<file path="src/rtl/ahbl2axi_posted_bridge.sv">
// AHB-Lite slave to AXI4 master bridge with posted-write FIFO and read-after-write ordering.
// Optional write-error status capture is enabled by defining AHBL2AXI_WERR_STATUS_EN.
module ahbl2axi_posted_bridge #(
  parameter int ID_WIDTH   = 1,
  parameter int ADDR_WIDTH = 32,
  parameter int DATA_WIDTH = 64,
  parameter int WBUF_DEPTH = 4
) (
  input  logic                  clk,
  input  logic                  rst,
  input  logic                  bus_clk_en,
  input  logic [ADDR_WIDTH-1:0] ahb_haddr,
  input  logic [2:0]            ahb_hsize,
  input  logic [1:0]            ahb_htrans,
  input  logic                  ahb_hwrite,
  input  logic                  ahb_hsel,
  input  logic                  ahb_hreadyin,
  input  logic [2:0]            ahb_hburst,
  input  logic [3:0]            ahb_hprot,
  input  logic [DATA_WIDTH-1:0] ahb_hwdata,
  output logic [DATA_WIDTH-1:0] ahb_hrdata,
  output logic                  ahb_hreadyout,
  output logic                  ahb_hresp,
  output logic [ID_WIDTH-1:0]   axi_awid,
  output logic [ADDR_WIDTH-1:0] axi_awaddr,
  output logic [7:0]            axi_awlen,
  output logic [2:0]            axi_awsize,
  output logic [1:0]            axi_awburst,
  output logic [2:0]            axi_awprot,
  output logic                  axi_awvalid,
  input  logic                  axi_awready,
  output logic [DATA_WIDTH-1:0] axi_wdata,
  output logic [DATA_WIDTH/8-1:0] axi_wstrb,
  output logic                  axi_wlast,
  output logic                  axi_wvalid,
  input  logic                  axi_wready,
  input  logic [ID_WIDTH-1:0]   axi_bid,
  input  logic [1:0]            axi_bresp,
  input  logic                  axi_bvalid,
  output logic                  axi_bready,
  output logic [ID_WIDTH-1:0]   axi_arid,
  output logic [ADDR_WIDTH-1:0] axi_araddr,
  output logic [7:0]            axi_arlen,
  output logic [2:0]            axi_arsize,
  output logic [1:0]            axi_arburst,
  output logic [2:0]            axi_arprot,
  output logic                  axi_arvalid,
  input  logic                  axi_arready,
  input  logic [ID_WIDTH-1:0]   axi_rid,
  input  logic [DATA_WIDTH-1:0] axi_rdata,
  input  logic [1:0]            axi_rresp,
  input  logic                  axi_rlast,
  input  logic                  axi_rvalid,
  output logic                  axi_rready,
  output logic                  wr_err,
  output logic [ADDR_WIDTH-1:0] wr_err_addr,
  input  logic                  wr_err_clr
);

  localparam int NB = DATA_WIDTH / 8;
  localparam int LB = $clog2(NB);
  localparam int PW = $clog2(WBUF_DEPTH);

  localparam logic [2:0] S_IDLE   = 3'd0;
  localparam logic [2:0] S_WDATA  = 3'd1;
  localparam logic [2:0] S_RDRAIN = 3'd2;
  localparam logic [2:0] S_RADDR  = 3'd3;
  localparam logic [2:0] S_RWAIT  = 3'd4;
  localparam logic [2:0] S_RDONE  = 3'd5;
  localparam logic [2:0] S_ERR1   = 3'd6;
  localparam logic [2:0] S_ERR2   = 3'd7;

  logic [2:0]            state_q, state_d, nxt_acc;
  logic [ADDR_WIDTH-1:0] addr_q;
  logic [2:0]            size_q;
  logic [PW:0]           cnt_q, cnt_d, bcnt_q, bcnt_d;
  logic [PW-1:0]         wp_q, rp_q;
  logic                  aw_done_q, w_done_q;
  logic [DATA_WIDTH-1:0] rdata_q;

  logic [ADDR_WIDTH-1:0] m_addr [WBUF_DEPTH];
  logic [2:0]            m_size [WBUF_DEPTH];
  logic [DATA_WIDTH-1:0] m_data [WBUF_DEPTH];
  logic [NB-1:0]         m_strb [WBUF_DEPTH];

  logic          full, acc, inv, push, pop;
  logic          aw_hs, w_hs, b_ev, pend_d;
  logic [LB-1:0] amask;
  logic [31:0]   smask;
  logic [NB-1:0] strb;

  assign full = cnt_q == (PW+1)'(WBUF_DEPTH);

  always_comb begin
    ahb_hreadyout = 1'b1;
    ahb_hresp     = 1'b0;
    unique case (state_q)
      S_WDATA:  ahb_hreadyout = !full;
      S_RDRAIN,
      S_RADDR,
      S_RWAIT:  ahb_hreadyout = 1'b0;
      S_ERR1: begin
        ahb_hreadyout = 1'b0;
        ahb_hresp     = 1'b1;
      end
      S_ERR2:   ahb_hresp = 1'b1;
      default: ;
    endcase
  end

  assign acc = bus_clk_en & ahb_hsel & ahb_htrans[1]
             & ahb_hreadyin & ahb_hreadyout;
  assign amask = LB'((32'd1 << ahb_hsize) - 32'd1);
  assign inv = (ahb_hsize > 3'(LB))
             | (|(ahb_haddr[LB-1:0] & amask));

  assign smask = (32'd1 << (32'd1 << size_q)) - 32'd1;
  assign strb  = NB'(smask) << addr_q[LB-1:0];

  // AW is held back once WBUF_DEPTH responses are outstanding
  assign axi_awvalid = (cnt_q != '0) & !aw_done_q
                     & (bcnt_q != (PW+1)'(WBUF_DEPTH));
  assign axi_wvalid  = (cnt_q != '0) & !w_done_q;

  assign push  = bus_clk_en & (state_q == S_WDATA) & !full;
  assign aw_hs = bus_clk_en & axi_awvalid & axi_awready;
  assign w_hs  = bus_clk_en & axi_wvalid & axi_wready;
  assign b_ev  = bus_clk_en & axi_bvalid;
  assign pop   = bus_clk_en & (aw_done_q | aw_hs)
               & (w_done_q | w_hs);

  assign cnt_d  = cnt_q + (PW+1)'(push) - (PW+1)'(pop);
  assign bcnt_d = bcnt_q + (PW+1)'(aw_hs) - (PW+1)'(b_ev);
  assign pend_d = (cnt_d != '0) | (bcnt_d != '0);

  always_comb begin
    nxt_acc = S_IDLE;
    if (acc) begin
      if (inv)             nxt_acc = S_ERR1;
      else if (ahb_hwrite) nxt_acc = S_WDATA;
      else if (pend_d)     nxt_acc = S_RDRAIN;
      else                 nxt_acc = S_RADDR;
    end
  end

  always_comb begin
    state_d = state_q;
    unique case (state_q)
      S_WDATA:  if (!full) state_d = nxt_acc;
      S_RDRAIN: if (!pend_d) state_d = S_RADDR;
      S_RADDR:  if (axi_arready) state_d = S_RWAIT;
      S_RWAIT:
        if (axi_rvalid)
          state_d = (axi_rresp == 2'b00) ? S_RDONE : S_ERR1;
      S_ERR1:   state_d = S_ERR2;
      default:  state_d = nxt_acc;
    endcase
  end

  always_ff @(posedge clk) begin
    if (rst) begin
      state_q   <= S_IDLE;
      addr_q    <= '0;
      size_q    <= '0;
      cnt_q     <= '0;
      bcnt_q    <= '0;
      wp_q      <= '0;
      rp_q      <= '0;
      aw_done_q <= 1'b0;
      w_done_q  <= 1'b0;
      rdata_q   <= '0;
    end else if (bus_clk_en) begin
      state_q   <= state_d;
      cnt_q     <= cnt_d;
      bcnt_q    <= bcnt_d;
      aw_done_q <= pop ? 1'b0 : (aw_done_q | aw_hs);
      w_done_q  <= pop ? 1'b0 : (w_done_q | w_hs);
      if (acc) begin
        addr_q <= ahb_haddr;
        size_q <= ahb_hsize;
      end
      if (push) wp_q <= wp_q + 1'b1;
      if (pop)  rp_q <= rp_q + 1'b1;
      if (state_q == S_RWAIT && axi_rvalid)
        rdata_q <= axi_rdata;
    end
  end

  always_ff @(posedge clk) begin
    if (push) begin
      m_addr[wp_q] <= addr_q;
      m_size[wp_q] <= size_q;
      m_data[wp_q] <= ahb_hwdata;
      m_strb[wp_q] <= strb;
    end
  end

  assign ahb_hrdata  = rdata_q;
  assign axi_awid    = '0;
  assign axi_awaddr  = m_addr[rp_q];
  assign axi_awlen   = 8'd0;
  assign axi_awsize  = m_size[rp_q];
  assign axi_awburst = 2'b01;
  assign axi_awprot  = 3'b000;
  assign axi_wdata   = m_data[rp_q];
  assign axi_wstrb   = m_strb[rp_q];
  assign axi_wlast   = 1'b1;
  assign axi_bready  = 1'b1;
  assign axi_arid    = '0;
  assign axi_araddr  = addr_q;
  assign axi_arlen   = 8'd0;
  assign axi_arsize  = size_q;
  assign axi_arburst = 2'b01;
  assign axi_arprot  = 3'b000;
  assign axi_arvalid = state_q == S_RADDR;
  assign axi_rready  = 1'b1;

`ifdef AHBL2AXI_WERR_STATUS_EN
  // B responses return in AW order, so this queue names each one
  logic [ADDR_WIDTH-1:0] eq_mem [WBUF_DEPTH];
  logic [PW-1:0]         eq_wp_q, eq_rp_q;
  logic                  err_q;
  logic [ADDR_WIDTH-1:0] err_addr_q;

  always_ff @(posedge clk) begin
    if (rst) begin
      eq_wp_q    <= '0;
      eq_rp_q    <= '0;
      err_q      <= 1'b0;
      err_addr_q <= '0;
    end else if (bus_clk_en) begin
      if (aw_hs) eq_wp_q <= eq_wp_q + 1'b1;
      if (b_ev)  eq_rp_q <= eq_rp_q + 1'b1;
      if (wr_err_clr) begin
        err_q      <= 1'b0;
        err_addr_q <= '0;
      end else if (b_ev && axi_bresp != 2'b00) begin
        err_q <= 1'b1;
        if (!err_q) err_addr_q <= eq_mem[eq_rp_q];
      end
    end
  end

  always_ff @(posedge clk) begin
    if (aw_hs) eq_mem[eq_wp_q] <= axi_awaddr;
  end

  assign wr_err      = err_q;
  assign wr_err_addr = err_addr_q;

  logic unused_in;
  assign unused_in = ^{ahb_hburst, ahb_hprot, axi_bid,
                       axi_rid, axi_rlast};
`else
  assign wr_err      = 1'b0;
  assign wr_err_addr = '0;

  logic unused_in;
  assign unused_in = ^{ahb_hburst, ahb_hprot, axi_bid,
                       axi_rid, axi_rlast, axi_bresp,
                       wr_err_clr};
`endif

endmodule

</file>
<file path="config.mk">
export PLATFORM = sky130hd
export DESIGN_NAME = ahbl2axi_posted_bridge
export DESIGN_NICKNAME = d
export VERILOG_FILES = /design/src/rtl/ahbl2axi_posted_bridge.sv
export SDC_FILE = /design/constraint.sdc
export NUM_CORES = 1
export LEC_CHECK = 0
export ABC_AREA = 1
export CAP_MARGIN = 20
export CELL_PAD_IN_SITES_DETAIL_PLACEMENT = 0
export CELL_PAD_IN_SITES_GLOBAL_PLACEMENT = 2
export CORE_ASPECT_RATIO = 0.5
export CORE_UTILIZATION = 37
export DETAILED_ROUTE_END_ITERATION = 10
export DONT_BUFFER_PORTS = 1
export HOLD_SLACK_MARGIN = 0.05
export PLACE_DENSITY_LB_ADDON = 0.1
export SYNTH_ARGS = -nofsm -noshare
export SYNTH_HDL_FRONTEND = slang
export SYNTH_SLANG_ARGS = --single-unit
</file>
<file path="constraint.sdc">
create_clock -name clk -period 7.7 [get_ports clk]
set_clock_uncertainty 0.1 [all_clocks]
set_input_delay 1.54 -clock clk [delete_from_list [all_inputs] [get_ports clk]]
set_output_delay 1.54 -clock clk [all_outputs]
set_load 0.01 [all_outputs]
</file>
# --- Yosys cells after proc, flatten, opt, wreduce, memory -nomap -nowiden ---
# Memories as Yosys holds them, arrays and structs flattened. A register that Yosys moved wholly into a read port is not among the register bits.
# Cells that the tools add are included.
classes:
  add_sub_neg: 8
  order_cmp: 1
  eq_ne: 12
  shift: 4
  mux: 24
  bitwise: 21
  n_reduce_logical: 16
ops:
  columns: ["op", "count"]
  rows:
  - ["$shl A1 B3 Y32 const A", 1]
  - ["$shl A1 B32 Y8 const A", 1]
  - ["$mux W2", 10]
  - ["$mux W3", 6]
  - ["$and A1 B1 Y1", 16]
  - ["$pmux W3 S5", 1]
  - ["$eq A3 B3 Y1 const B", 4]
  - ["$reduce_bool A3 Y1", 3]
  - ["$reduce_and A2 Y1", 4]
  - ["$shl A8 B3 Y8", 1]
  - ["$sub A8 B1 Y8 const B", 1]
  - ["$add A3 B1 Y3", 2]
  - ["$eq A3 B2 Y1 const B", 2]
  - ["$mux W1", 6]
  - ["$ne A2 B2 Y1 const B", 3]
  - ["$sub A3 B1 Y3", 2]
  - ["$reduce_and A5 Y1", 1]
  - ["$add A2 B1 Y2 const B", 2]
  - ["$or A1 B1 Y1", 4]
  - ["$reduce_or A4 Y1", 1]
  - ["$and A3 B3 Y3", 1]
  - ["$eq A3 B1 Y1 const B", 1]
  - ["$gt A3 B2 Y1 const B", 1]
  - ["$logic_not A1 Y1", 3]
  - ["9 further kinds", 9]
totals:
  reg_bits: 114
  mem_bits_rw: 428
  input_bits: 191
  elab_cells: 100
  n_memories: 4
memory_table:
  columns: ["name", "words", "width", "rd", "rd_clocked_by_memory_dff", "wr", "line_no", "source"]
  rows:
  - ["m_data", 4, 64, 1, 1, 1, "83", "logic [DATA_WIDTH-1:0] m_data [WBUF_DEPTH];"]
  - ["m_addr", 4, 32, 1, 1, 1, "81", "logic [ADDR_WIDTH-1:0] m_addr [WBUF_DEPTH];"]
  - ["m_strb", 4, 8, 1, 1, 1, "84", "logic [NB-1:0] m_strb [WBUF_DEPTH];"]
  - ["m_size", 4, 3, 1, 1, 1, "82", "logic [2:0] m_size [WBUF_DEPTH];"]

# --- Logic depth before layout (Yosys ltp) ---
# Gate-level depths: netlist of the first run.
depth:
  depth_word: 17
  depth_mapped: 21
  ltp_nobuf: 21

# --- Least setup slack after synthesis of the first run ---
# No wires, ideal clock.
synth_path:
  kind: "input to register"
  startpoint: "input bus_clk_en"
  endpoint: "memory m_addr[0][0] (enable)"
  t_arrival_ps: 6506
  required_ps: 7026
  slack_ps: 520
  path_stages: 5
  n_path_buf: 1
  cell_sequence: "buf_2 > nand2_1 > nor2_1 > clkinv_1 > nor2_1"
synth_via:
  elab_chain_cells: 4
synth_rtl:
  columns: ["item", "line_no", "source"]
  rows:
  - ["start: declaration", "11", "input logic bus_clk_en,"]
  - ["$and A1 B1 Y1 (2 in a row)", "125", "assign push = bus_clk_en & (state_q == S_WDATA) & !full;"]
  - ["$mux W1", "190", "if (push) begin"]
  - ["$mux W1 (implied by the code)", "191", "m_addr[wp_q] <= addr_q;"]
  - ["end: declaration", "81", null]
# Every way passes these cells.

==> metrics, run 1 <==
CP startpoint kind=flop; Setup Fix Bufs, Post-CTS=0; # hold bufs at CTS=0; Die ar.=57990 um2; Max VDD drop=0.1486 mV; Sinks on Clock Net=544; Setup-failing EPs final=0; Post-synth ARST share=0%; Mapped Cells=1761; DR WL/cell=19.73 um; endpoints failing hold=0; Critical Path RT=6.06 ns; Crit path arrival time=3.26 ns; Lkg Pwr=7.515 nW; Final Core Density=41.23%; Final period util=63.59%; ant diodes=0; RSZ-0062 raised after global routing=no; Ports=466; setup_tns=0 ns; post-DP HPWL=29.07 mm; net count reported at finish=1927; Post-synth EDFFs=428; clock tree buffer depth=3; Core Area=55940 um2; Layout fillers=5286; Tmin final=4.896 ns; Reg clk slew, reported paths=0.07 ns; GR Overflow Total=0; Post-Syn Area per Cell=11.97 um2; First-pass DRT Iterations=4; CTS-repair resized insts=0; outcome=finished clean; multi-input logic area=4786 um2; TritonCTS clock tree=done; Final Slew Violations=0; crit-path max FO=138; Syn Std Cell Area=21080 um2; relative max-transition margin=30.74%; via count=12610; synth warn=0; fmax=204.2 MHz; total number of H-tree levels=2; Yosys cell types=36; initial antenna violation count=0; layout cell share with drive strength beyond 1=5.969%; clock buffer count from CTS=50; initial DRC count=701; die height=170.8 um; Initial Util=37.68%; first-pass GRT wire length=73.56 mm; Tightest Hold Check Type=reg -> reg; gr usage total=16.52%; vias in the first global route=12430; Seq/Total Area, Yosys=71.98%; Max-Cap Viols=0; area grow syn2layout=9.420%; Slew @ Worst Pin=1.039 ns; DR DRC count=0; Die X=339.6 um; pwr dens=252.3 nW/um2; ys flop type=edfxtp_1; routability cong.=0.7401; row count=61; area leader, netlist=edfxtp_1; antenna viol nets, final=0; WL final=49.62 mm; pin count of the biggest net entering global routing=139; sequential cell area=15180 um2; kind of critical path=reg -> out; Vias/cell=5.013; synth top area cells=edfxtp_1, dfxtp_1, o21ai_0, nor2_1, o22ai_1; Critical Path End Type=primary output; Clock Latency Late Sink=0.59 ns; count leader, synth=edfxtp_1; synthesized flop and latch total=544; area share of the largest cell type after synthesis=60.97%; CTS root buf=clkbuf_16; Port Buf Inserts=0; Synth top cells by count=edfxtp_1, o21ai_0, nor2_1
path summary, 6_finish.rpt:
check | slack [ns] | cells past startpoint | startpoint | to
min | 0.40 | 2 | ahb_hrdata[22] | ahb_hrdata[22]
min reg2reg | 0.40 | 2 | ahb_hrdata[22] | ahb_hrdata[22]
max | 2.80 | 4 | flop | axi_wstrb[7]
max reg2reg | 4.36 | 7 | state_q[0] | m_data[3][45]
through the flow:
| step | instances | area (um2) | total power [mW] | setup WS [ns] | hold WS (ns) |
|---|---|---|---|---|---|
| 2_1_floorplan | 1824 | 21320 | 3.488 | 0.5198 | 0.3649 |
| 3_3_place_gp | 2426 | 21480 | 3.513 | 3.305 | 0.3832 |
| 3_5_place_dp | 2426 | 21480 | 3.520 | 3.300 | 0.3868 |
| 4_1_cts | 2513 | 23010 | 5.905 | 2.660 | 0.3950 |
| 5_1_grt | 2515 | 23070 | 6.045 | 2.514 | 0.4079 |
| 6_report | 2515 | 23070 | 5.820 | 2.804 | 0.3960 |
sequential cells by signal, indices dropped and copies added (netlist names), named ones only:
register and flops:
wp_q 2, w_done_q 1, m_addr 128, rp_q 2, axi_araddr 32, axi_arsize 3
cnt_q 3, state_q 3, m_data 256, m_size 12, m_strb 32, bcnt_q 3
aw_done_q 1, ahb_hrdata 64
area by class of cell:
type | count | area share [%]
timing repair buffer | 18 | 0.7594
multi-input combinational | 993 | 20.75
tap | 756 | 4.101
clock buffer | 70 | 5.972
inverter | 117 | 1.931
clock inverter | 17 | 0.6672
sequential | 544 | 65.82
critical path, stage by stage, from the launching register on:
cell and delay (ns):
dfxtp_4 0.42, inv_6 0.70, buf_4 0.77, o21ai_0 0.16
o22ai_1 0.44
layer usage:
metal	routed length [um]	track usage, %
met3	2433	4.022
met2	26020	30.42
met4	1017	4.269
met1	20150	19.31
met5	0	0
power by group:
group	total, mW	switching, mW	internal, mW
clock network	2.37	1.05	1.31
logic	0.221	0.164	0.0572
registers	3.23	0.0350	3.20
placed cells by master (no fill, tap or decap), types with 3 or more instances in the layout:
master / instances
clkbuf_8: 3
nor3_1: 5
dfxtp_1: 114
ha_1: 10
nand3_1: 13
nor2_4: 5
conb_1: 65
o22ai_1: 107
o21ai_0: 286
nand4_1: 3
clkbuf_1: 16
nand2_1: 110
clkinv_1: 8
buf_4: 16
clkbuf_16: 51
edfxtp_1: 428
a21oi_1: 115
o21ai_1: 16
nor3_2: 4
clkinv_2: 6
nor2_1: 239
inv_1: 110
inv_2: 3
kinds of logic after synthesis:
kind of cell,synth area share (%)
flip-flops,71.98
adder cells (fa/ha/maj),0.7835
AO/OA/AOI/OAI,13.32
AND/OR/NAND/NOR,7.218
other,0.03563
buffers and inverters,6.576
XOR/XNOR,0.08311
Power figures use the tool's default switching activity.
==> run 2: changes to the inputs <==
clock period = 4.95 ns   (was 7.7 ns; I/O delays follow)
==> metrics, run 2 (same netlist as run 1, synthesis figures left out) <==
outcome=finished clean; Slew @ Worst Pin=1.113 ns (+0.07447 ns); Die ar.=57990 um2 (unchanged); GR Overflow Total=0 (unchanged); max reg flops=256 (unchanged); TritonCTS clock tree=done; DR WL/cell=19.67 um (-0.28%); Vias/cell=4.983 (-0.59%); commonest non-fill, non-tap cell in the layout=edfxtp_1; Final Slew Violations=0 (unchanged); met1 Use GR=20.15% (+0.84 points); layout cell share with drive strength beyond 1=6.335% (+0.37 points); placed instance count=2430 (+0.16%); Setup WS post-layout=1.330 ns (-1.474 ns); Critical Path End Type=primary output; Max-Cap Viols=0 (unchanged); total power=9.231 mW (+59%); WL final=49.66 mm (about the same); Core Area=55940 um2 (unchanged); # hold bufs at CTS=0 (unchanged); initial DRC count=609 (-13%); antenna viol nets, final=0 (unchanged); via count=12580 (-0.24%); post-DP HPWL=29.04 mm (-0.10%); Final period util=73.14%; Setup-failing EPs final=0 (unchanged); gr usage total=16.59% (+0.070 points); Initial Util=37.68% (unchanged); first-pass GRT wire length=73.77 mm (+0.29%); DR DRC count=0 (unchanged); Crit path arrival time=2.53 ns (-0.73 ns); First-pass DRT Iterations=4 (unchanged); clock buffer count from CTS=50 (unchanged); die height=170.8 um (unchanged); RSZ-0062 raised after global routing=no; Clock Latency Late Sink=0.58 ns (about the same); Critical Path RT=3.86 ns (-2.20 ns); area grow syn2layout=10.43%; hold slack final=0.3685 ns (-0.02749 ns); Port Buf Inserts=0 (unchanged); Tightest Hold Check Type=in -> reg; Tmin final=3.620 ns; vias in the first global route=12450 (+0.14%); GRT met2 Usage=29.93% (-0.49 points); GRT Max-Usage Layer=met2; Ports=466 (unchanged); Setup Fix Bufs, Post-CTS=0 (unchanged); most frequent cells in the layout=edfxtp_1, o21ai_0, nor2_1, a21oi_1, dfxtp_1; kind of critical path=reg -> out; Max VDD drop=0.2330 mV (+57%); dpl ws=1.325 ns (-1.975 ns); routability cong.=0.7321 (-1.1%); Reg clk slew, reported paths=0.07 ns (about the same); clock tree buffer depth=3 (unchanged); fmax=276.2 MHz; relative max-transition margin=25.78% (-5.0 points); CP startpoint kind=flop; endpoints failing hold=0 (unchanged); Sinks on Clock Net=544 (unchanged); grt met3 use=3.967% (-0.056 points); Lkg Pwr=7.603 nW (+1.2%); pin count of the biggest net entering global routing=215 (+55%); Die X=339.6 um (unchanged); ant diodes=0 (unchanged); row count=61 (unchanged); CTS root buf=clkbuf_16; Finished Layout Cells=2524 (+0.36%); pwr dens=396.5 nW/um2 (+57%); CTS-repair resized insts=0 (unchanged); initial antenna violation count=0 (unchanged); crit-path max FO=122 (-12%); total number of H-tree levels=2 (unchanged); largest reg by FF count=m_data; net count reported at finish=1930 (+0.16%)
run 2: changes by cell type in the layout (fill, tap and decap cells not counted), sizes merged:
| cell | before | now |
|---|---|---|
| clkinv | 16 | 22 |
| buf | 18 | 21 |
| bufinv | 2 | 5 |
| clkbuf | 70 | 69 |
| clkinvlp | 1 | 0 |
| inv | 115 | 114 |
run 2: metal layers:
| metal | wire [um] | share of wire [%] | vias up |
|---|---|---|---|
| met5 | 0 | 0 | - |
| met4 | 816 | 1.6 | 0 |
| met3 | 2338 | 4.7 | 64 |
| met2 | 25840 | 52 | 259 |
| met1 | 20670 | 42 | 6204 |
| li1 | - | - | 6050 |
run 2: critical path: stages, from the launching register on:
cell and delay [ns]:
dfxtp_4 0.37, inv_6 0.57, buf_4 0.43, o21ai_0 0.12, o22ai_1 0.31
run 2: through the flow:
step	instance area, um2	util, %	setup TNS, ns
CTS	23260	41.58	0
global placement	21630	38.67	0
global route	23280	41.61	0
detailed placement	21630	38.67	0
finish	23280	41.61	0
floorplan	21320	-	-719.13
run 2: path summary, 6_finish.rpt:
check	from	end	slack (ns)	cells past startpoint
worst max-delay path	flop	axi_wdata[12]	1.33	4
worst min-delay path	rst	axi_araddr[13]	0.37	1
worst max register to register	bcnt_q[1]	state_q[1]	1.68	20
worst min register to register	ahb_hrdata[0]	ahb_hrdata[0]	0.39	2
run 2: final cells by class:
class | count | area, um2
multi-input combinational | 993 | 4786
tap | 756 | 945.9
inverter | 117 | 445.4
clock inverter | 24 | 261.5
sequential | 544 | 15180
timing repair buffer | 21 | 295.3
fill | 5173 | 32670
clock buffer | 69 | 1364
run 2: report_power, final:
group / internal (mW) / switching, mW / leakage (nW)
registers: 4.97 / 0.0522 / 4.66
clock network: 2.19 / 1.66 / 0.794
logic: 0.0914 / 0.258 / 2.15
